[config.mk]
export PLATFORM = sky130hd
export DESIGN_NAME = hist_accum
export DESIGN_NICKNAME = d
export VERILOG_FILES = /design/src/rtl/hist_accum.sv
export SDC_FILE = /design/constraint.sdc
export NUM_CORES = 2
export LEC_CHECK = 0
export BUFFER_PORTS_ARGS = -buffer_cell sky130_fd_sc_hd__buf_4
export CELL_PAD_IN_SITES_DETAIL_PLACEMENT = 1
export CELL_PAD_IN_SITES_GLOBAL_PLACEMENT = 2
export CORE_ASPECT_RATIO = 1.4
export CORE_UTILIZATION = 37
export CTS_CLUSTER_SIZE = 25
export DETAILED_ROUTE_END_ITERATION = 10
export GPL_TIMING_DRIVEN = 0
export HOLD_SLACK_MARGIN = 0.08
export MAX_ROUTING_LAYER = met4
export PLACE_DENSITY_LB_ADDON = 0.1
export RECOVER_POWER = 25
export REMOVE_ABC_BUFFERS = 1
export SYNTH_ARGS = -nofsm -noshare
export SYNTH_HDL_FRONTEND = slang
export SYNTH_SLANG_ARGS = --single-unit
[constraint.sdc]
create_clock -name clk -period 5.9 [get_ports clk]
set_clock_uncertainty 0.15 [all_clocks]
set_input_delay 0.885 -clock clk [delete_from_list [all_inputs] [get_ports clk]]
set_output_delay 0.885 -clock clk [all_outputs]
set_load 0.05 [all_outputs]
[src/rtl/hist_accum.sv]
// hist_accum: windowed histogram accumulator with a post-window maximum search.
//
// Accepted samples are binned by their top BOUND_NUM_WIDTH bits. Each bin
// counter saturates. Every WIN_LEN accepted samples, the completed histogram
// (including the closing sample) is copied to a snapshot and the live bins
// restart from zero. A sequential search then finds the largest snapshot bin;
// ties go to the lowest index. A window that closes while the previous
// search is still running is dropped, and overrun_o flags it.
//
// Ports:
//   clk          - single clock, all logic on posedge
//   reset_n      - synchronous active-low reset
//   sample_i     - unsigned sample, BOUND_WIDTH bits
//   sample_val_i - sample_i accepted on every edge where high (no back-pressure)
//   data_o       - snapshot histogram, bin k at [k*DATA_WIDTH +: DATA_WIDTH]
//   max_num_o    - index of the largest snapshot bin
//   val_o        - one-cycle pulse, data_o/max_num_o valid
//   overrun_o    - one-cycle pulse, a completed window was discarded
module hist_accum #(
  parameter int DATA_WIDTH      = 16,
  parameter int BOUND_WIDTH     = 10,
  parameter int BOUND_NUM       = 32,
  parameter int BOUND_NUM_WIDTH = 5,
  parameter int WIN_LEN         = 1024
) (
  input  logic                            clk,
  input  logic                            reset_n,
  input  logic [BOUND_WIDTH-1:0]          sample_i,
  input  logic                            sample_val_i,
  output logic [DATA_WIDTH*BOUND_NUM-1:0] data_o,
  output logic [BOUND_NUM_WIDTH-1:0]      max_num_o,
  output logic                            val_o,
  output logic                            overrun_o
);

  localparam int CNT_W = $clog2(WIN_LEN) + 1;

  typedef enum logic [1:0] {IDLE, SEARCH, DONE} state_t;

  state_t                     state, state_next;
  logic [DATA_WIDTH-1:0]      live     [BOUND_NUM];
  logic [DATA_WIDTH-1:0]      live_inc [BOUND_NUM];
  logic [DATA_WIDTH-1:0]      snap     [BOUND_NUM];
  logic [CNT_W-1:0]           win_cnt;
  logic [BOUND_NUM_WIDTH-1:0] bin;
  logic [BOUND_NUM_WIDTH-1:0] search_idx;
  logic [BOUND_NUM_WIDTH-1:0] best_idx;
  logic [DATA_WIDTH-1:0]      best_val;
  logic                       closing;
  logic                       search_last;
  logic                       unused_sample;

  // Only the top bits select the bin; the remainder is intentionally ignored.
  assign unused_sample = ^sample_i;

  assign bin         = sample_i[BOUND_WIDTH-1 -: BOUND_NUM_WIDTH];
  assign closing     = sample_val_i && (win_cnt == CNT_W'(WIN_LEN - 1));
  assign search_last = (search_idx == BOUND_NUM_WIDTH'(BOUND_NUM - 1));

  // Live bins as they would be after this edge's sample; the snapshot takes
  // this view so the closing sample is counted in its own window.
  always_comb begin
    live_inc = live;
    if (sample_val_i && (live[bin] != '1)) begin
      live_inc[bin] = live[bin] + 1'b1;
    end
  end

  always_ff @(posedge clk) begin
    if (!reset_n) begin
      win_cnt <= '0;
      for (int unsigned k = 0; k < BOUND_NUM; k++) live[k] <= '0;
    end else if (sample_val_i) begin
      if (closing) begin
        win_cnt <= '0;
        for (int unsigned k = 0; k < BOUND_NUM; k++) live[k] <= '0;
      end else begin
        win_cnt <= win_cnt + 1'b1;
        live    <= live_inc;
      end
    end
  end

  always_ff @(posedge clk) begin
    if (!reset_n) state <= IDLE;
    else          state <= state_next;
  end

  always_comb begin
    state_next = state;
    case (state)
      IDLE:    if (closing) state_next = SEARCH;
      SEARCH:  if (search_last) state_next = DONE;
      DONE:    state_next = IDLE;
      default: state_next = IDLE;
    endcase
  end

  always_ff @(posedge clk) begin
    if (!reset_n) begin
      for (int unsigned k = 0; k < BOUND_NUM; k++) snap[k] <= '0;
      search_idx <= '0;
      best_idx   <= '0;
      best_val   <= '0;
      max_num_o  <= '0;
      val_o      <= 1'b0;
      overrun_o  <= 1'b0;
    end else begin
      val_o     <= 1'b0;
      overrun_o <= closing && (state != IDLE);
      case (state)
        IDLE: begin
          if (closing) begin
            snap       <= live_inc;
            search_idx <= '0;
            best_idx   <= '0;
            best_val   <= '0;
          end
        end
        SEARCH: begin
          // Strictly greater keeps the earliest index on ties.
          if (snap[search_idx] > best_val) begin
            best_val <= snap[search_idx];
            best_idx <= search_idx;
          end
          search_idx <= search_idx + 1'b1;
        end
        DONE: begin
          max_num_o <= best_idx;
          val_o     <= 1'b1;
        end
        default: ;
      endcase
    end
  end

  always_comb begin
    data_o = '0;
    for (int unsigned k = 0; k < BOUND_NUM; k++) begin
      data_o[k*DATA_WIDTH +: DATA_WIDTH] = snap[k];
    end
  end

endmodule
# Word level (Yosys, flattened, before mapping)
# Cells that the tools add are included.
word_totals:
  elab_cells: 123
  register_bits: 1070
  output_inout_bits: 519
  in_bits: 13
classes:
  mux: 23
  n_lt_le_gt_ge: 4
  n_reduce_logical: 11
  n_eq_ne: 8
  addsub: 3
  bitwise: 2
ops:
  columns: ["op", "count"]
  rows:
  - ["$mux W512", 2]
  - ["$bwmux W512", 1]
  - ["$bmux W16 S5", 2]
  - ["$mux W16", 7]
  - ["$demux W16 S5", 1]
  - ["$pmux W16 S2", 1]
  - ["$pmux W5 S2", 2]
  - ["$add A16 B1 Y16 const B", 1]
  - ["$gt A16 B16 Y1", 1]
  - ["$ne A16 B16 Y1 const B", 1]
  - ["$ge A6 B6 Y1 const B", 2]
  - ["$not A5 Y6", 2]
  - ["$add A11 B1 Y11 const B", 1]
  - ["$eq A11 B10 Y1 const B", 1]
  - ["$mux W11", 1]
  - ["$mux W5", 2]
  - ["$lt A6 B1 Y1 const B", 1]
  - ["$ne A2 B2 Y1 const B", 3]
  - ["$reduce_and A2 Y1", 3]
  - ["$add A5 B1 Y5 const B", 1]
  - ["$eq A5 B5 Y1 const B", 1]
  - ["$logic_and A1 B1 Y1", 4]
  - ["$mux W2", 2]
  - ["$pmux W2 S2", 1]
  - ["6 further kinds", 7]

# Depth between registers and ports, before layout
depth:
  word_depth: 8
  depth_mapped: 18
  ltp_nobuf: 13

# Least setup slack after synthesis
# Ideal clock, no wire load.
synth_timing:
  path_kind: "register to register"
  startpoint: "register search_idx[0]"
  endpoint: "register best_idx[0]"
  n_path_buf: 4
  setup_ns: 0.115
  required_time_ns: 5.635
  path_stages_with_launch: 18
  arrival_ns: 4.711
  synth_period_minus_slack_ns: 4.976
  path_slack_ns: 0.924
  cell_sequence: "dfxtp_1 -> clkbuf_1 -> buf_1 -> buf_1 -> mux4_2 -> mux4_2 -> mux2_2 -> ha_1 -> nor2b_1 -> o21a_1 -> o21a_1 -> o21a_1 -> o211ai_1 -> a21oi_1 -> o211ai_1 -> clkbuf_1 -> nor2_1 -> o21a_1"
synth_between:
  elab_chain_cells: 7
  elab_cells_between_ends: 9
  classes_between: "order compare: 1; eq/ne: 1; mux: 5; bitwise: 1; reduce/logical: 1"
synth_rtl:
  columns: ["item", "line_no", "source"]
  rows:
  - ["from (decl)", "46", "logic [BOUND_NUM_WIDTH-1:0] search_idx;"]
  - ["from (signal assigned)", "126", "search_idx <= search_idx + 1'b1;"]
  - ["$not A5 Y6 (not written as such)", "122", "if (snap[search_idx] > best_val) begin"]
  - ["$bmux W16 S5", "122", null]
  - ["$mux W16 (not written as such) (2 in series)", "122", null]
  - ["$gt A16 B16 Y1", "122", null]
  - ["$ne A2 B2 Y1 (no line)", null, null]
  - ["$reduce_and A3 Y1 (no line)", null, null]
  - ["to (signal assigned)", "124", "best_idx <= search_idx;"]
  - ["to (decl)", "47", "logic [BOUND_NUM_WIDTH-1:0] best_idx;"]
# Several ways; a longest one is shown, not always the timed one. The select of a mux whose other input is x is not followed.
# A chain may end at the register's enable or synchronous reset.

# Final worst setup path
layout_timing:
  startpoint: "input sample_i[7]"
  endpoint: "register live[381] in the netlist's numbering"
layout_between:
  elab_chain_cells: 8
  elab_cells_between_ends: 15
  classes_between: "add/sub: 1; order compare: 2; eq/ne: 1; mux: 8; bitwise: 1; reduce/logical: 2"
layout_rtl:
  columns: ["item", "line_no", "source"]
  rows:
  - ["from (decl)", "28", "input logic [BOUND_WIDTH-1:0] sample_i,"]
  - ["$not A5 Y6 (not written as such) *", "64, 65", null]
  - ["$bmux W16 S5 (tied with other cells)", "64, 65", null]
  - ["$mux W16 (not written as such) or $logic_and A1 B1 Y1 (tied branches)", "64, 65", null]
  - ["$mux W16, on equally long branches", "64, 65", null]
  - ["$add A16 B1 Y16 (tied with other cells)", "65", "live_inc[bin] = live[bin] + 1'b1;"]
  - ["$bwmux W512 or $logic_and A1 B1 Y1 (tied branches)", "65, 64", null]
  - ["$mux W512 *", "64", "if (sample_val_i && (live[bin] != '1)) begin"]
  - ["$mux W512 *", "74", "if (closing) begin"]
  - ["to (signal assigned)", "79", "live <= live_inc;"]
  - ["to (decl)", "41", "logic [DATA_WIDTH-1:0] live [BOUND_NUM];"]
# Mark *: on every way between the ends. The rest lies on a longest branch, timed or not. The select of a mux whose other input is x is not followed.

==> summary.md <==
| Metric | Value |
|---|---|
| HPWL after DPL | `171,300 um` |
| Worst VDD drop | `between 0.0002 and 0.00025 V` |
| Post-synthesis cell area | `0.04867 sq mm` |
| DR DRC count | `0` |
| Design Area, Final | `0.05836 sq mm` |
| Crit path largest cell delay | `1100 ps` |
| CP Max Fanout | `24` |
| Xor/xnor share of the synthesized area | `0.003779` |
| Vias per Instance | `approximately 6.5` |
| CP top delay family | `simple AND/OR/NAND/NOR gates` |
| Post-Synth Adder-Cell Area | `0.005141` |
| Clock root cell | `clkbuf_16` |
| Remaining Overflow, GRT | `0` |
| Tightest Pin Transition | `between 1500 and 2000 ps` |
| EDFF count, synth | `0` |
| Synth unique cells | `between 50 and 60` |
| Core Area | `approximately 0.13 sq mm` |
| PD cells | `roughly 260 mW/mm^2` |
| Total Wirelength | `about 250,000 um` |
| Synth Area in Compound Gates | `0.2449` |
| # nets final | `about 5,200` |
| Row cnt | `roughly 160` |
| Via count | `around 46,000` |
| Max_slew headroom | `-0.004475` |
| WS Path Type | `in -> reg` |
| Synth top area share | `0.4401` |
| Detail Route Antenna Nets | `0` |
| HP Class | `reg -> reg` |
| TritonRoute pass-1 iters | `5` |
| Gate Count Post-Synth | `5,018` |
| DIE WIDTH | `about 300 um` |
| IO Pins | `approximately 530` |
| Share of cells above drive strength 1 | `0.1540` |
| Top cells by area, synth | `dfxtp_1 44%, mux4_2 7.4%, a22o_1 6.2%` |
| Leading area contributor after synthesis | `dfxtp_1` |
| Vias in the first global route | `between 40,000 and 50,000` |
| First-pass GRT wire length | `roughly 350,000 um` |
| FMAX | `168.8 MHz` |
| Clk_lat worst skew | `around 750 ps` |
| Register area share after synthesis | `0.4401` |
| Pins Over Slew Limit | `16` |
| Syn Area/Cell | `9.699 sq um` |
| Pin count of the biggest net entering global routing | `around 160` |
| Total track usage | `0.3811` |
| Syn. warnings | `0` |
| Initial antenna violation count | `7` |
| P_leak | `20.09 nW` |
| Final Power | `roughly 15 mW` |
| Crit-path slowest cell | `or4_1` |
| Clk sinks | `1,070` |
| Critical Path Start Type | `input pin` |
| Height of the die | `between 400 and 500 um` |
| RSZ-0062 raised after global routing | `no` |
| H-tree levels | `3` |
| Iteration-0 DRC Markers | `4,265` |
| Fin crit share | `1.004` |
| Worst setup margin | `-22.72 ps` |
| Final setup vio count | `2` |
| Worst-path cell chain | `buf_4, or4_1, o22ai_1, nor4_1, nand2_1, ha_1, nand3_1, nor4_4, buf_8, buf_6, buf_8, buf_8, nor2_4, buf_16, o21ai_4, buf_12, a22o_1` |
| Primary FF master, synth | `dfxtp_1` |
| CP most frequent cell | `buf_8` |
| PortBufs | `roughly 530` |
| Starting Density | `0.3726` |
| Critical Path AT | `~6400 ps` |
| WP data required | `~6400 ps` |
| WL per Instance | `around 36 um` |
| Synthesis-to-layout area growth | `19.90%` |
| Mux contribution to synthesized area | `0.1320` |
| Die area | `approximately 0.13 sq mm` |
| TritonCTS clock tree | `yes` |
| Status | `finished, violations left` |
| Ys async rst share | `0` |
| TritonCTS Buffers | `about 110` |
| Fraction of the mapped netlist area in simple logic gates | `0.1139` |
| Period minus WS final | `just under 6000 ps` |
| Largest family of logic cells by synthesized area | `compound AO/OA/AOI/OAI gates` |
| Max cap viols | `1` |
| Failing checks | `capacitance limit, slew limit, setup timing` |
| Synth Register Bits | `roughly 1,100` |
| Final Hold Vio Count | `0` |
| Clock slew at the register clock pins of the worst setup and hold paths | `60 ps` |
| GP Congestion | `0.8785` |
| CP Capture Type | `flop` |
| Setup TNS | `-30.31 ps` |
| CP Buf/Inv Count | `7` |
| Cell area after placement | `0.05557 sq mm` |
| CTS Buffer Depth | `3` |
## flip-flops by register name, indices dropped and copies added (netlist names)
register    flops
win_cnt        11
live          512
state           2
best_val       16
val_o           1
search_idx      5
max_num_o       5
best_idx        5
data_o        512
overrun_o       1
## repair_timing
item,CTS,global route
setup endpoints to repair,692,221
hold buffers,0,0
buffers inserted,21,9
endpoints found under the hold margin,0,0
gates cloned,4,0
pin swaps,12,2
gates resized for setup,17,7
## synthesized netlist by cell type (160+ instances only)
| library cell | n |
|---|---|
| a22o_1 | 347 |
| o2bb2ai_1 | 192 |
| dfxtp_1 | 1070 |
| clkbuf_1 | 304 |
| mux2i_1 | 264 |
| nor3_1 | 168 |
| nand2_1 | 526 |
| a211oi_1 | 160 |
| mux4_2 | 160 |
| a31oi_1 | 194 |
| buf_2 | 202 |
| o21ai_0 | 421 |
## power by group
part	switching (mW)	leakage [nW]	total [mW]	internal [mW]
Clock	3.22	1.80	7.30	4.08
Sequential	0.00267	8.62	7.22	7.22
Combinational	0.520	9.68	0.704	0.184
## layout make-up
cell class / instances / area (sq um)
Clock inverter: 30 / 385.4
Fill cell: 14490 / 72270
Inverter: 17 / 63.81
Sequential cell: 1070 / 21440
Clock buffer: 172 / 3277
Antenna cell: 9 / 22.52
Tap cell: 1749 / 2188
Timing Repair Buffer: 702 / 5888
Multi-Input combinational cell: 3315 / 25100
## worst reg2reg max path: stages, from the launching register on
cell and delay, ps:
dfxtp_4 720, buf_16 320, buf_16 330, mux4_2 640, mux4_2 610, mux2_2 360
ha_1 310, nand2_1 70, nor3_1 260, nand2_1 160, or3_1 400, o211ai_1 110
buf_4 160, buf_6 140, buf_6 170, buf_4 220, nor2_1 80, o21a_1 190
## layer usage
metal  GRT usage  wire [um]  up-vias
met1      0.4586      99870    23660
met5           -          0        -
met4      0.2700      20520        0
li1            -          -    19450
met2      0.5861     116200     2028
met3     0.05258      16200      595
## kinds of logic after synthesis
family	count (synthesis)
simple gates	1153
compound gates	1678
fa+ha+maj	20
xor+xnor	21
flops	1070
buf+inv	636
mux	440
## cells in the final DEF, fill, tap and decap left out, types with 32 or more instances in the layout
cell type and n:
dfxtp_1 1066, nand2_1 523, clkbuf_1 428, o21ai_0 421, a22o_1 347, mux2i_1 256
a31oi_1 194, o2bb2ai_1 192, nor3_1 167, mux4_2 160, a211oi_1 160, buf_4 152
o22ai_1 128, nand3_1 126, o211ai_1 126, clkbuf_16 111, nand4_1 102, buf_16 68
nor2_4 38, buf_12 34, nor4_1 33, nor2_1 33, or2_2 32, o211a_1 32
## stage by stage
| stage | util | setup WS (ps) | instances | hold WS [ps] |
|---|---|---|---|---|
| floorplan | - | -18110 | 4399 | 265.8 |
| CTS | 0.4568 | 7.337 | 7043 | 295.9 |
| global placement | 0.3977 | -34950 | 6674 | 275.2 |
| global route | 0.4467 | 26.88 | 7062 | 313.3 |
| detailed placement | 0.4254 | -1847 | 6816 | 291.5 |
| finish | 0.4467 | -22.72 | 7064 | 304.0 |
## worst paths after layout
path,depth (start not counted),slack [ps],to,start
setup / recovery,17,-20,live[381]$_SDFFE_PN0P_,sample_i[7]
hold / removal,2,300,win_cnt[10]$_SDFFE_PN0P_,win_cnt[10]$_SDFFE_PN0P_
setup reg to reg,17,370,best_idx[3]$_SDFFE_PN0P_,search_idx[0]$_SDFFE_PN0P_
hold reg to reg,2,300,win_cnt[10]$_SDFFE_PN0P_,win_cnt[10]$_SDFFE_PN0P_
Note: power is estimated with default switching activity, not from simulation.
